### src/rtl/instr_pkg.sv
// Shared types for the instruction issue buffer: opcode encoding, occupancy
// classes and the opcode field extractor for default-width instruction words.
package instr_pkg;

  localparam int unsigned INSTR_W_DEFAULT = 8;
  localparam int unsigned OP_W            = 2;

  typedef enum logic [OP_W-1:0] {
    OP_MOV  = 2'b00,
    OP_ADDI = 2'b01,
    OP_NOP  = 2'b10,
    OP_JMP  = 2'b11
  } opcode_e;

  // Occupancy class of the buffer, derived from the entry count
  typedef enum logic [1:0] {
    OCC_EMPTY,
    OCC_SINGLE,
    OCC_PARTIAL,
    OCC_FULL
  } occ_e;

  // Opcode lives in the top OP_W bits of the instruction word
  function automatic opcode_e opcode_of(input logic [INSTR_W_DEFAULT-1:0] instr);
    return opcode_e'(instr[INSTR_W_DEFAULT-1 -: OP_W]);
  endfunction

endpackage

### src/rtl/instr_issue_buffer_if.sv
// Bundle between the instruction loader / decode stage and the issue buffer.
//   Write side : in_valid, in_ready, in_instr
//   Read side  : advance, flush, out_valid, out_instr, opcode, next_opcode
//   Optional   : issue_count (only when ISSUE_CNT_EN is defined)
// Modports: slave = the buffer itself, master = the surrounding environment.
interface instr_issue_buffer_if
  import instr_pkg::*;
#(
  parameter int unsigned INSTR_W = INSTR_W_DEFAULT
);

  logic               in_valid;
  logic               in_ready;
  logic [INSTR_W-1:0] in_instr;
  logic               advance;
  logic               flush;
  logic               out_valid;
  logic [INSTR_W-1:0] out_instr;
  opcode_e            opcode;
  opcode_e            next_opcode;
`ifdef ISSUE_CNT_EN
  logic [15:0]        issue_count;
`endif

  modport slave (
`ifdef ISSUE_CNT_EN
    output issue_count,
`endif
    input  in_valid, in_instr, advance, flush,
    output in_ready, out_valid, out_instr, opcode, next_opcode
  );

  modport master (
`ifdef ISSUE_CNT_EN
    input  issue_count,
`endif
    output in_valid, in_instr, advance, flush,
    input  in_ready, out_valid, out_instr, opcode, next_opcode
  );

endinterface

### src/rtl/instr_issue_buffer.sv
// Ring-buffer FIFO feeding the decode stage: accepts instructions with
// valid/ready, presents the head word, its opcode and the opcode of the entry
// behind it (lookahead). advance pops the head, flush empties the buffer.
// Ports:
//   clk, rst_n : rising-edge clock, asynchronous active-low reset
//   bus        : instr_issue_buffer_if.slave (see interface header)
// Build option: ISSUE_CNT_EN adds a 16-bit wrapping count of accepted pops.
module instr_issue_buffer
  import instr_pkg::*;
#(
  parameter int unsigned INSTR_W = INSTR_W_DEFAULT,
  parameter int unsigned DEPTH   = 4
) (
  input  logic                 clk,
  input  logic                 rst_n,
  instr_issue_buffer_if.slave  bus
);

  localparam int unsigned PTR_W = $clog2(DEPTH);
  localparam int unsigned CNT_W = PTR_W + 1;
  localparam logic [CNT_W-1:0] FULL_CNT = CNT_W'(DEPTH);

  logic [INSTR_W-1:0] mem_q [DEPTH];
  logic [PTR_W-1:0]   wr_ptr_q, wr_ptr_d;
  logic [PTR_W-1:0]   rd_ptr_q, rd_ptr_d;
  logic [PTR_W-1:0]   rd_nxt_c;
  logic [CNT_W-1:0]   count_q, count_d;
  occ_e               occ_c;
  logic               push_c;
  logic               pop_c;

  // Occupancy class from count
  always_comb begin
    occ_c = OCC_PARTIAL;
    if (count_q == '0)                 occ_c = OCC_EMPTY;
    else if (count_q == CNT_W'(1))     occ_c = OCC_SINGLE;
    else if (count_q == FULL_CNT)      occ_c = OCC_FULL;
  end

  assign bus.in_ready  = (occ_c != OCC_FULL);
  assign bus.out_valid = (occ_c != OCC_EMPTY);
  assign push_c        = bus.in_valid & bus.in_ready;
  assign pop_c         = bus.advance & bus.out_valid;

  // Next-state for pointers and count; flush wins over push and pop
  always_comb begin
    wr_ptr_d = wr_ptr_q;
    rd_ptr_d = rd_ptr_q;
    count_d  = count_q;
    if (bus.flush) begin
      wr_ptr_d = '0;
      rd_ptr_d = '0;
      count_d  = '0;
    end else begin
      if (push_c) wr_ptr_d = wr_ptr_q + PTR_W'(1);
      if (pop_c)  rd_ptr_d = rd_ptr_q + PTR_W'(1);
      unique case ({push_c, pop_c})
        2'b10:   count_d = count_q + CNT_W'(1);
        2'b01:   count_d = count_q - CNT_W'(1);
        default: count_d = count_q;
      endcase
    end
  end

  // State register
  always_ff @(posedge clk or negedge rst_n) begin
    if (!rst_n) begin
      wr_ptr_q <= '0;
      rd_ptr_q <= '0;
      count_q  <= '0;
    end else begin
      wr_ptr_q <= wr_ptr_d;
      rd_ptr_q <= rd_ptr_d;
      count_q  <= count_d;
    end
  end

  // Storage is not reset; empty slots are masked at the outputs
  always_ff @(posedge clk) begin
    if (push_c && !bus.flush) mem_q[wr_ptr_q] <= bus.in_instr;
  end

  // Head and lookahead presentation
  assign rd_nxt_c        = rd_ptr_q + PTR_W'(1);
  assign bus.out_instr   = bus.out_valid ? mem_q[rd_ptr_q] : '0;
  assign bus.opcode      = bus.out_valid
                           ? opcode_e'(mem_q[rd_ptr_q][INSTR_W-1 -: OP_W])
                           : OP_NOP;
  assign bus.next_opcode = (occ_c == OCC_PARTIAL || occ_c == OCC_FULL)
                           ? opcode_e'(mem_q[rd_nxt_c][INSTR_W-1 -: OP_W])
                           : OP_NOP;

`ifdef ISSUE_CNT_EN
  logic [15:0] issue_cnt_q;

  // Counts pops that take effect; a pop swallowed by flush is not counted
  always_ff @(posedge clk or negedge rst_n) begin
    if (!rst_n)                    issue_cnt_q <= '0;
    else if (pop_c && !bus.flush)  issue_cnt_q <= issue_cnt_q + 16'd1;
  end

  assign bus.issue_count = issue_cnt_q;
`endif

endmodule
### src/flat_wrapper.sv
// flat-port wrapper written by rule: the top's interface ports become plain ports
module instr_issue_buffer_flat import instr_pkg::*;
#(
  parameter int unsigned INSTR_W = INSTR_W_DEFAULT,
  parameter int unsigned DEPTH   = 4
)
  (clk, rst_n, bus_in_valid, bus_in_instr, bus_advance, bus_flush, bus_in_ready, bus_out_valid, bus_out_instr, bus_opcode, bus_next_opcode);
  instr_issue_buffer_if #(.INSTR_W(INSTR_W)) bus_i ();
  input  logic clk;
  input  logic rst_n;
  input wire logic [$bits(bus_i.in_valid)-1:0] bus_in_valid;
  input wire logic [$bits(bus_i.in_instr)-1:0] bus_in_instr;
  input wire logic [$bits(bus_i.advance)-1:0] bus_advance;
  input wire logic [$bits(bus_i.flush)-1:0] bus_flush;
  output wire logic [$bits(bus_i.in_ready)-1:0] bus_in_ready;
  output wire logic [$bits(bus_i.out_valid)-1:0] bus_out_valid;
  output wire logic [$bits(bus_i.out_instr)-1:0] bus_out_instr;
  output wire logic [$bits(bus_i.opcode)-1:0] bus_opcode;
  output wire logic [$bits(bus_i.next_opcode)-1:0] bus_next_opcode;
  assign bus_i.in_valid = bus_in_valid;
  assign bus_i.in_instr = bus_in_instr;
  assign bus_i.advance = bus_advance;
  assign bus_i.flush = bus_flush;
  assign bus_in_ready = bus_i.in_ready;
  assign bus_out_valid = bus_i.out_valid;
  assign bus_out_instr = bus_i.out_instr;
  assign bus_opcode = bus_i.opcode;
  assign bus_next_opcode = bus_i.next_opcode;
  instr_issue_buffer #(.INSTR_W(INSTR_W), .DEPTH(DEPTH)) u_core (.clk(clk), .rst_n(rst_n), .bus(bus_i));
endmodule
### config.mk
export PLATFORM = sky130hd
export DESIGN_NAME = instr_issue_buffer_flat
export DESIGN_NICKNAME = d
export VERILOG_FILES = /design/src/rtl/instr_pkg.sv /design/src/rtl/instr_issue_buffer_if.sv /design/src/rtl/instr_issue_buffer.sv /design/src/flat_wrapper.sv
export SDC_FILE = /design/constraint.sdc
export NUM_CORES = 1
export LEC_CHECK = 0
export ABC_CLOCK_PERIOD_IN_PS = 2000
export BUFFER_PORTS_ARGS = -buffer_cell sky130_fd_sc_hd__buf_2
export CAP_MARGIN = 25
export CELL_PAD_IN_SITES_DETAIL_PLACEMENT = 1
export CELL_PAD_IN_SITES_GLOBAL_PLACEMENT = 2
export CORE_MARGIN = 5
export CORE_UTILIZATION = 36
export DETAILED_ROUTE_END_ITERATION = 10
export HOLD_SLACK_MARGIN = 0.06
export PLACE_DENSITY = 0.73
export SKIP_CTS_REPAIR_TIMING = 1
export SYNTH_ARGS = -nofsm -noshare
export SYNTH_HDL_FRONTEND = slang
export SYNTH_SLANG_ARGS = --single-unit
### constraint.sdc
create_clock -name clk -period 2 [get_ports clk]
set_input_delay 0.1 -clock clk [delete_from_list [all_inputs] [get_ports clk]]
set_output_delay 0.1 -clock clk [all_outputs]
set_load 0.01 [all_outputs]
== After elaboration in Yosys (flattened, before gate mapping) ==
Memory sizes are Yosys's and may differ from the RTL's.
Cells that the tools add are included.
Operators by class
  add/sub/neg operators: 4
  equality and inequality tests: 7
  multiplexer cells: 14
  bitwise operators: 2
  reduce and logical (&&, ||, !) cells: 8
Operator list (number)
  2-bit two-way mux: 8
  8-bit two-way mux: 1
  2-bit == test, second input constant: 3
  3-bit case mux with 2 select lines: 1
  2-bit nonzero test: 3
  2-bit by 1-bit adder with 2-bit output, second input constant: 2
  3-bit by 1-bit adder with 3-bit output, second input constant: 1
  3-bit by 1-bit == test with 1-bit output, second input constant: 1
  3-bit == test, second input constant: 1
  3-bit logical NOT: 1
  1-bit two-way mux: 3
  3-bit two-way mux: 1
  3-bit nonzero test: 1
  3-bit by 1-bit subtractor with 3-bit output, second input constant: 1
  1-bit AND: 2
  2-bit by 1-bit == test with 1-bit output, second input constant: 1
  2-bit inequality test, second input constant: 1
  1-bit logical AND: 1
  1-bit logical NOT: 1
  1-bit logical OR: 1
Storage, ports and cells
  input port bits: 13
  bits in registers: 7
  memory bits (writable): 32
  memories kept: 1
Memories
  u_core.mem_q: words 4, bits a word 8, read ports 2, clocked after Yosys merged registers in 0, write ports 1, RTL line instr_issue_buffer.sv:23  | logic [INSTR_W-1:0] mem_q [DEPTH];

== Longest topological paths before layout ==
Gate-level depths: netlist of the first run.
  depth in word-level cells: 9
  mapped depth: 7
  gate-level depth less buffers: 7

== Worst setup path after synthesis of the first run ==
No wires, ideal clock.
  kind: reg-to-reg
  from: register u_core.count_q[1]
  to: memory u_core.mem_q[2][0] (netlist name) (enable)
  setup slack: -0.030 ns
  arrival: 1.698 ns
  library setup time: 0.332 ns
  cell stages (with the launch flop): 8
  buffers on the path: 0
  data required time: 1.668 ns
  path through: dfrtp_1 > inv_1 > ha_1 > ha_1 > nand3b_2 > nand2_2 > nor2_1 > and2_1
Between the ends
  longest elaborated chain between the ends: 9
  elaborated cells on any way between the ends: 11
Ends and longest elaborated chain
  start, declared: RTL line instr_issue_buffer.sv:27  | logic [CNT_W-1:0] count_q, count_d;
  start signal, assigned: RTL line instr_issue_buffer.sv:74  | count_q <= count_d;
  3-bit == test: RTL line instr_issue_buffer.sv:37  | else if (count_q == FULL_CNT) occ_c = OCC_FULL;
  1-bit two-way mux: RTL line instr_issue_buffer.sv:37
  2-bit two-way mux: RTL line instr_issue_buffer.sv:36  | else if (count_q == CNT_W'(1)) occ_c = OCC_SINGLE;
  2-bit two-way mux (*): RTL line instr_issue_buffer.sv:35  | if (count_q == '0) occ_c = OCC_EMPTY;
  2-bit inequality test (*): RTL line instr_issue_buffer.sv:40  | assign bus.in_ready = (occ_c != OCC_FULL);
  via bus_in_ready: RTL line flat_wrapper.sv:15  | output wire logic [$bits(bus_i.in_ready)-1:0] bus_in_ready;
  1-bit AND (*): RTL line instr_issue_buffer.sv:42  | assign push_c = bus.in_valid & bus.in_ready;
  1-bit logical AND (*): RTL line instr_issue_buffer.sv:80  | if (push_c && !bus.flush) mem_q[wr_ptr_q] <= bus.in_instr;
  1-bit two-way mux (*): RTL line instr_issue_buffer.sv:80
  1-bit two-way mux (not written as such) (*): RTL line instr_issue_buffer.sv:80
  end, declared: RTL line instr_issue_buffer.sv:23
Mark *: on every way through the listed nets, which the timed path passes. The rest lies on a longest branch.

== Worst setup path in the final report of the first run ==
  from: register u_core.count_q[1]
  to: output port bus_out_instr[0]
Between the ends
  longest elaborated chain between the ends: 6
  elaborated cells on any way between the ends: 8
Ends and longest elaborated chain
  3-bit == test: RTL line instr_issue_buffer.sv:37
  1-bit two-way mux: RTL line instr_issue_buffer.sv:37
  2-bit two-way mux: RTL line instr_issue_buffer.sv:36
  2-bit two-way mux (*): RTL line instr_issue_buffer.sv:35
  2-bit nonzero test (*): RTL line instr_issue_buffer.sv:41  | assign bus.out_valid = (occ_c != OCC_EMPTY);
  8-bit two-way mux (*): RTL line instr_issue_buffer.sv:85  | assign bus.out_instr = bus.out_valid ? mem_q[rd_ptr_q] : '0;
  end, declared: RTL line flat_wrapper.sv:17  | output wire logic [$bits(bus_i.out_instr)-1:0] bus_out_instr;
Every way passes the cells marked *; elsewhere a longest branch is shown, timed or not.

==> impl_metrics.json, run 1 <==
{
  "synthFlopType": "edfxtp_1",
  "rows": 26,
  "drt-wirelength-per-cell_um": 16.89,
  "dr.first_iter.drc_count": 31,
  "yosysWarnings": 0,
  "drive_gt1_share_pct": 43.45,
  "end_kind": "primary output",
  "finalHoldViolations": 0,
  "antenna_found_initial": 0,
  "yosys-top-cells-count": "edfxtp_1 (32), and2_1 (12), ha_1 (8), mux4_2 (8), dfrtp_1 (7)",
  "synth_edf_count": 32,
  "fp.dieH_um": 81.50,
  "avgSynthCellArea_um2": 15.47,
  "dieArea_mm2": 0.006642,
  "clkPwrFrac_pct": 15.1,
  "coreArea_mm2": 0.005042,
  "peakVddDrop_mv": 0.5317,
  "synth_area_leader_cell": "edfxtp_1",
  "crit_type": "reg2out",
  "p_sw_mw": 1.208,
  "routed_wl_mm": 4.019,
  "synth_area_mm2": 0.001841,
  "firstDrtPassIters": 4,
  "route.vias.total": 1157,
  "clk_path_buf_depth": 2,
  "synth_area_leaders": "edfxtp_1 (52%), mux4_2 (9.8%), dfrtp_1 (9.5%)",
  "initial_core_util_pct": 36.50,
  "ant_nets": 0,
  "placed_area_mm2": 0.002086,
  "drv_cap": 0,
  "maxSlewHeadroom_pct": 67.41,
  "dp.cells": 216,
  "power.leakage_nw": 0.8967,
  "gr-usage-all-layers_pct": 12.58,
  "cp-start-kind": "register",
  "final_nets": 188,
  "max_freq_mhz": 520.5,
  "ctsHtreeMaxLevel": 2,
  "root_buffer": "clkbuf_8",
  "instances_no_fill": 238,
  "required_ns": 1.90,
  "intPower_mw": 2.127,
  "remaining_drc_errors": 0,
  "drv_slew": 0,
  "grt_max_degree": 13,
  "via_per_inst": 4.861,
  "finClkSkew_ns": 0.004361,
  "ios": 27,
  "diodes": 0,
  "clk_pin_slew_ns": 0.07,
  "pwr_density_cell_mw_per_mm2": 1412,
  "syn_to_final_growth_pct": 28.35,
  "swShare_pct": 36.21,
  "cts_made_buffers": 5,
  "grt_pass1_vias": 1180,
  "die_x_um": 81.50,
  "io_buffer_count": 26,
  "ys_ff_latch": 39,
  "status": "finished, final reports clean",
  "hold_class": "in2reg",
  "p_seq_share_pct": 30.7,
  "fin_ws_ns": 0.07890,
  "synth_fp_nets": 140,
  "syn_inst": 119,
  "crit_fanout": 5,
  "pwr-share-comb_pct": 54.2,
  "grt_pass1_wl_mm": 5.954,
  "synth_most_common_cell": "edfxtp_1",
  "yosysUniqueCellTypes": 30,
  "finalCriticalPeriod_ns": 1.921,
  "ys_seq_area_share_pct": 61.73,
  "synth_top_area_share_pct": 52.21,
  "place_hpwl_mm": 2.757,
  "clock_latency_ns": 0.28,
  "finalSetupViolCount": 0,
  "arrival_ns": 1.82,
  "overflow": 0,
  "final_cell_area_mm2": 0.002362,
  "gp_congestion": 0.6927,
  "rsz0062_at_grt": "true",
  "p_total_mw": 3.335,
  "cts_num_sinks": 39,
  "worst_slew_pin_slew_ns": 0.4872,
  "cts_tree": "yes",
  "async_flop_share_pct": 17.95,
  "place_ws_ns": 0.01788,
  "fin_crit_sh_pct": 96.05,
  "hold-worst-slack_ns": 0.09948
}
==> critical path, stage by stage, from the launching register on <==
cell and delay, ns:
dfrtp_1 0.36, inv_2 0.07, ha_4 0.17, ha_1 0.18
buf_4 0.16, a21oi_4 0.19, buf_4 0.16, and2_1 0.12
buf_2 0.12
==> stage by stage <==
| step | utilization [%] | setup TNS, ns |
|---|---|---|
| 5_1_grt | 46.85 | -0.1336 |
| 3_3_place_gp | 41.36 | 0 |
| 3_5_place_dp | 41.36 | 0 |
| 2_1_floorplan | - | 0 |
| 4_1_cts | 43.05 | -0.4815 |
| 6_report | 46.85 | 0 |
==> power by group through the flow <==
stage / Combinational [mW] / Clock, mW / Sequential (mW)
final: 1.81 / 0.502 / 1.02
after detailed placement: 1.49 / 0 / 1.05
after floorplan: 0.970 / 0 / 1.03
after CTS: 1.50 / 0.517 / 1.04
after global placement: 1.44 / 0 / 1.05
after global routing: 1.98 / 0.557 / 1.04
==> cell families (layout without fill, tap and decap cells) <==
kind of cell	Yosys count	count (layout)	share of synthesized area, %
DFF	39	39	61.73
buffers and inverters	12	61	2.855
and+or+nand+nor	30	30	9.517
xor gates and xnor gates	3	3	2.175
AOI/OAI and AO/OA	13	13	5.099
adders and majority gates	8	8	5.439
muxes	14	14	13.19
==> metal layers <==
layer	part of all wire [%]	GRT usage [%]
met1	41	14.04
met2	54	22.88
met3	3.7	3.947
met4	1.2	3.547
met5	0	0
==> sequential cells by signal, summed over array words and instances (netlist names) <==
register         cells
u_core.wr_ptr_q      2
u_core.mem_q        32
u_core.rd_ptr_q      2
u_core.count_q       3
==> layout make-up <==
| class | count | area [um2] |
|---|---|---|
| repair buffers | 47 | 314.1 |
| multi-input cells | 68 | 715.7 |
| inverters | 6 | 22.52 |
| clock buffers | 6 | 72.57 |
| well taps | 70 | 87.58 |
| fillers | 524 | 2680 |
| flip-flops and latches | 39 | 1137 |
| clock inverters | 2 | 12.51 |
==> layout by cell type (no fill, tap or decap), types with 2 or more instances in the layout <==
cell type | netlist | routed
mux2i_1 | 4 | 3
inv_2 | 0 | 2
and2_4 | 0 | 5
xnor2_1 | 2 | 2
nand3b_1 | 2 | 2
ha_1 | 8 | 6
clkbuf_8 | 0 | 5
ha_4 | 0 | 2
nor2_1 | 5 | 4
buf_4 | 1 | 11
dfrtp_1 | 7 | 6
inv_1 | 6 | 4
a31oi_1 | 2 | 2
dlygate4sd3_1 | 0 | 9
a21oi_1 | 6 | 5
buf_2 | 3 | 26
and2_1 | 12 | 7
nand2_1 | 4 | 4
edfxtp_1 | 32 | 32
mux4_2 | 8 | 8
mux2_2 | 2 | 2
==> final timing paths <==
kind | depth (start not counted) | end | startpoint | slack [ns]
max | 8 | bus_out_instr[0] | u_core.count_q[1] | 0.08
min | 2 | u_core.wr_ptr_q[1] | bus_flush | 0.1
max reg2reg | 6 | u_core.count_q[2] | u_core.count_q[0] | 0.10
min reg2reg | 2 | u_core.wr_ptr_q[1] | u_core.wr_ptr_q[1] | 0.59
max in group asynchronous | 2 | u_core.count_q[2] | rst_n | 1.65
min in group asynchronous | 2 | u_core.count_q[2] | rst_n | 0.18
(Power assumes the default switching activity.)
==> run 2, diff against run 1 <==
Settings changed: HOLD_SLACK_MARGIN 0.06 to 0.12, PLACE_DENSITY 0.73 to default, PLACE_DENSITY_LB_ADDON from default to 0.1.
==> run 2 against run 1 <==
Final area up 1.9%. Critical path depth unchanged. Cell count up 0.42%. Sequential power about the same. Clock skew down 0.0020 ns. Count of clock-buffer cells in the layout down 1. Wire length up 1.5%. Combinational power up 7%. Critical endpoint is now bus_opcode[0]. Highest routed layer unchanged.
==> impl_metrics.json, run 2 (synthesis gave the netlist of run 1 again) <==
{
  "final_common_cell": "edfxtp_1",
  "gp_congestion": 0.6894,
  "clkPwrFrac_pct": 14.7,
  "finClkSkew_ns": 0.002362,
  "via_per_inst": 4.695,
  "worst_slew_pin_slew_ns": 0.2834,
  "clock_latency_ns": 0.29,
  "p_sw_mw": 1.238,
  "largest_register": "u_core.mem_q",
  "ant_nets": 0,
  "clk_pin_slew_ns": 0.07,
  "io_buffer_count": 26,
  "cts_num_sinks": 39,
  "intPower_mw": 2.262,
  "cts_made_buffers": 5,
  "grt_max_degree": 14,
  "gr-usage-all-layers_pct": 12.84,
  "p_seq_share_pct": 30.0,
  "syn_to_final_growth_pct": 30.80,
  "dp.cells": 217,
  "largest_reg_flops": 32,
  "ctsHtreeMaxLevel": 2,
  "drive_gt1_share_pct": 44.38,
  "antenna_found_initial": 0,
  "fin_setup_tns_ns": 0,
  "cts_tree": "yes",
  "top_regs": "u_core.mem_q x32, u_core.count_q x3",
  "dr.first_iter.drc_count": 32,
  "initial_core_util_pct": 36.50,
  "finalCriticalPeriod_ns": 1.937,
  "maxSlewHeadroom_pct": 80.98,
  "fp.dieH_um": 81.50,
  "drt-wirelength-per-cell_um": 17.07,
  "swShare_pct": 35.37,
  "ios": 27,
  "end_kind": "primary output",
  "routed_wl_mm": 4.079,
  "crit_fanout": 5,
  "pwr-share-comb_pct": 55.3,
  "remaining_drc_errors": 0,
  "status": "finished, final reports clean",
  "finalSetupViolCount": 0,
  "fin_crit_sh_pct": 96.87,
  "finish.utilization_pct": 47.74,
  "drv_cap": 0,
  "p_total_mw": 3.499,
  "crit_chain": "inv_2 -> ha_4 -> ha_2 -> buf_4 -> a21oi_4 -> buf_6 -> and2_4 -> buf_2",
  "pwr_density_cell_mw_per_mm2": 1454,
  "cp-start-kind": "register",
  "fin_ws_ns": 0.06262,
  "place_ws_ns": 0.02636,
  "overflow": 0,
  "firstDrtPassIters": 4,
  "r2r_slack_ns": 0.09,
  "finalHoldViolations": 0,
  "grt_pass1_wl_mm": 6.120,
  "crit_type": "reg2out",
  "diodes": 0,
  "place_hpwl_mm": 2.898,
  "peakVddDrop_mv": 0.4797,
  "drv_slew": 0,
  "hold_class": "in2reg",
  "max_freq_mhz": 516.2,
  "grt_pass1_vias": 1151,
  "clk_path_buf_depth": 2,
  "die_x_um": 81.50,
  "cpPeakStageDelay_ns": 0.39,
  "final_nets": 189,
  "power.leakage_nw": 0.9122,
  "rows": 26,
  "arrival_ns": 1.84,
  "critPathSlowestCell": "dfrtp_1",
  "final_cell_mix": "edfxtp_1 (32), buf_2 (23), dlygate4sd3_1 (10)",
  "required_ns": 1.90,
  "dieArea_mm2": 0.006642,
  "route.vias.total": 1122,
  "root_buffer": "clkbuf_8",
  "coreArea_mm2": 0.005042,
  "instances_no_fill": 239
}
-- run 2: cell types whose count changed in the layout (fill, tap and decap cells not counted), sizes merged --
cell and change:
dlygate4sd3 +1, clkbuf -1, clkinv +1
-- run 2: layout make-up --
| class | count | area [um2] |
|---|---|---|
| Clock inverter | 3 | 20.02 |
| Timing Repair Buffer | 48 | 362.8 |
| Multi-Input combinational cell | 68 | 708.2 |
| Inverter | 6 | 22.52 |
| Clock buffer | 5 | 68.82 |
| Tap cell | 70 | 87.58 |
| Sequential cell | 39 | 1137 |
| Fill cell | 529 | 2635 |
-- run 2: final timing paths --
kind / cells past startpoint / endpoint / start
worst max-delay path: 8 / bus_opcode[0] / u_core.count_q[1]
worst max register to register: 7 / u_core.mem_q[1][4] / u_core.count_q[0]
min in group asynchronous: 2 / u_core.rd_ptr_q[0] / rst_n
worst min-delay path: 3 / u_core.wr_ptr_q[1] / bus_in_valid
max in group asynchronous: 2 / u_core.count_q[2] / rst_n
worst min register to register: 2 / u_core.wr_ptr_q[1] / u_core.wr_ptr_q[1]
-- run 2: power by group through the flow --
stage / Clock [mW] / Sequential, mW / Combinational [mW]
CTS: 0.537 / 1.05 / 1.48
global route: 0.576 / 1.06 / 2.11
detailed placement: 0 / 1.07 / 1.48
global placement: 0 / 1.06 / 1.45
finish: 0.515 / 1.05 / 1.93
floorplan: 0 / 1.03 / 0.970
-- run 2: layer usage --
metal / part of all wire, % / up-vias / wire [um] / global-route usage [%]
met4: 1.4 / 0 / 57 / 3.885
met2: 49 / 23 / 1984 / 20.11
met1: 46 / 556 / 1884 / 17.46
met3: 3.7 / 7 / 152 / 3.399
met5: 0 / - / 0 / 0
li1: - / 536 / - / -
-- run 2: metrics by stage --
| stage | area, um2 | hold slack [ns] |
|---|---|---|
| 2_1_floorplan | 1846 | -0.1956 |
| 3_3_place_gp | 2093 | -0.04814 |
| 3_5_place_dp | 2093 | -0.04812 |
| 4_1_cts | 2182 | -0.3668 |
| 5_1_grt | 2407 | 0.1751 |
| 6_report | 2407 | 0.1506 |
-- run 2: worst max-delay path: cells and delay by family (launching register included) --
| family | cells | cell delay [ns] |
|---|---|---|
| buffers and inverters | 4 | 0.50 |
| DFF | 1 | 0.39 |
| adders and majority gates | 2 | 0.34 |
| AOI/OAI and AO/OA | 1 | 0.19 |
| and+or+nand+nor | 1 | 0.13 |
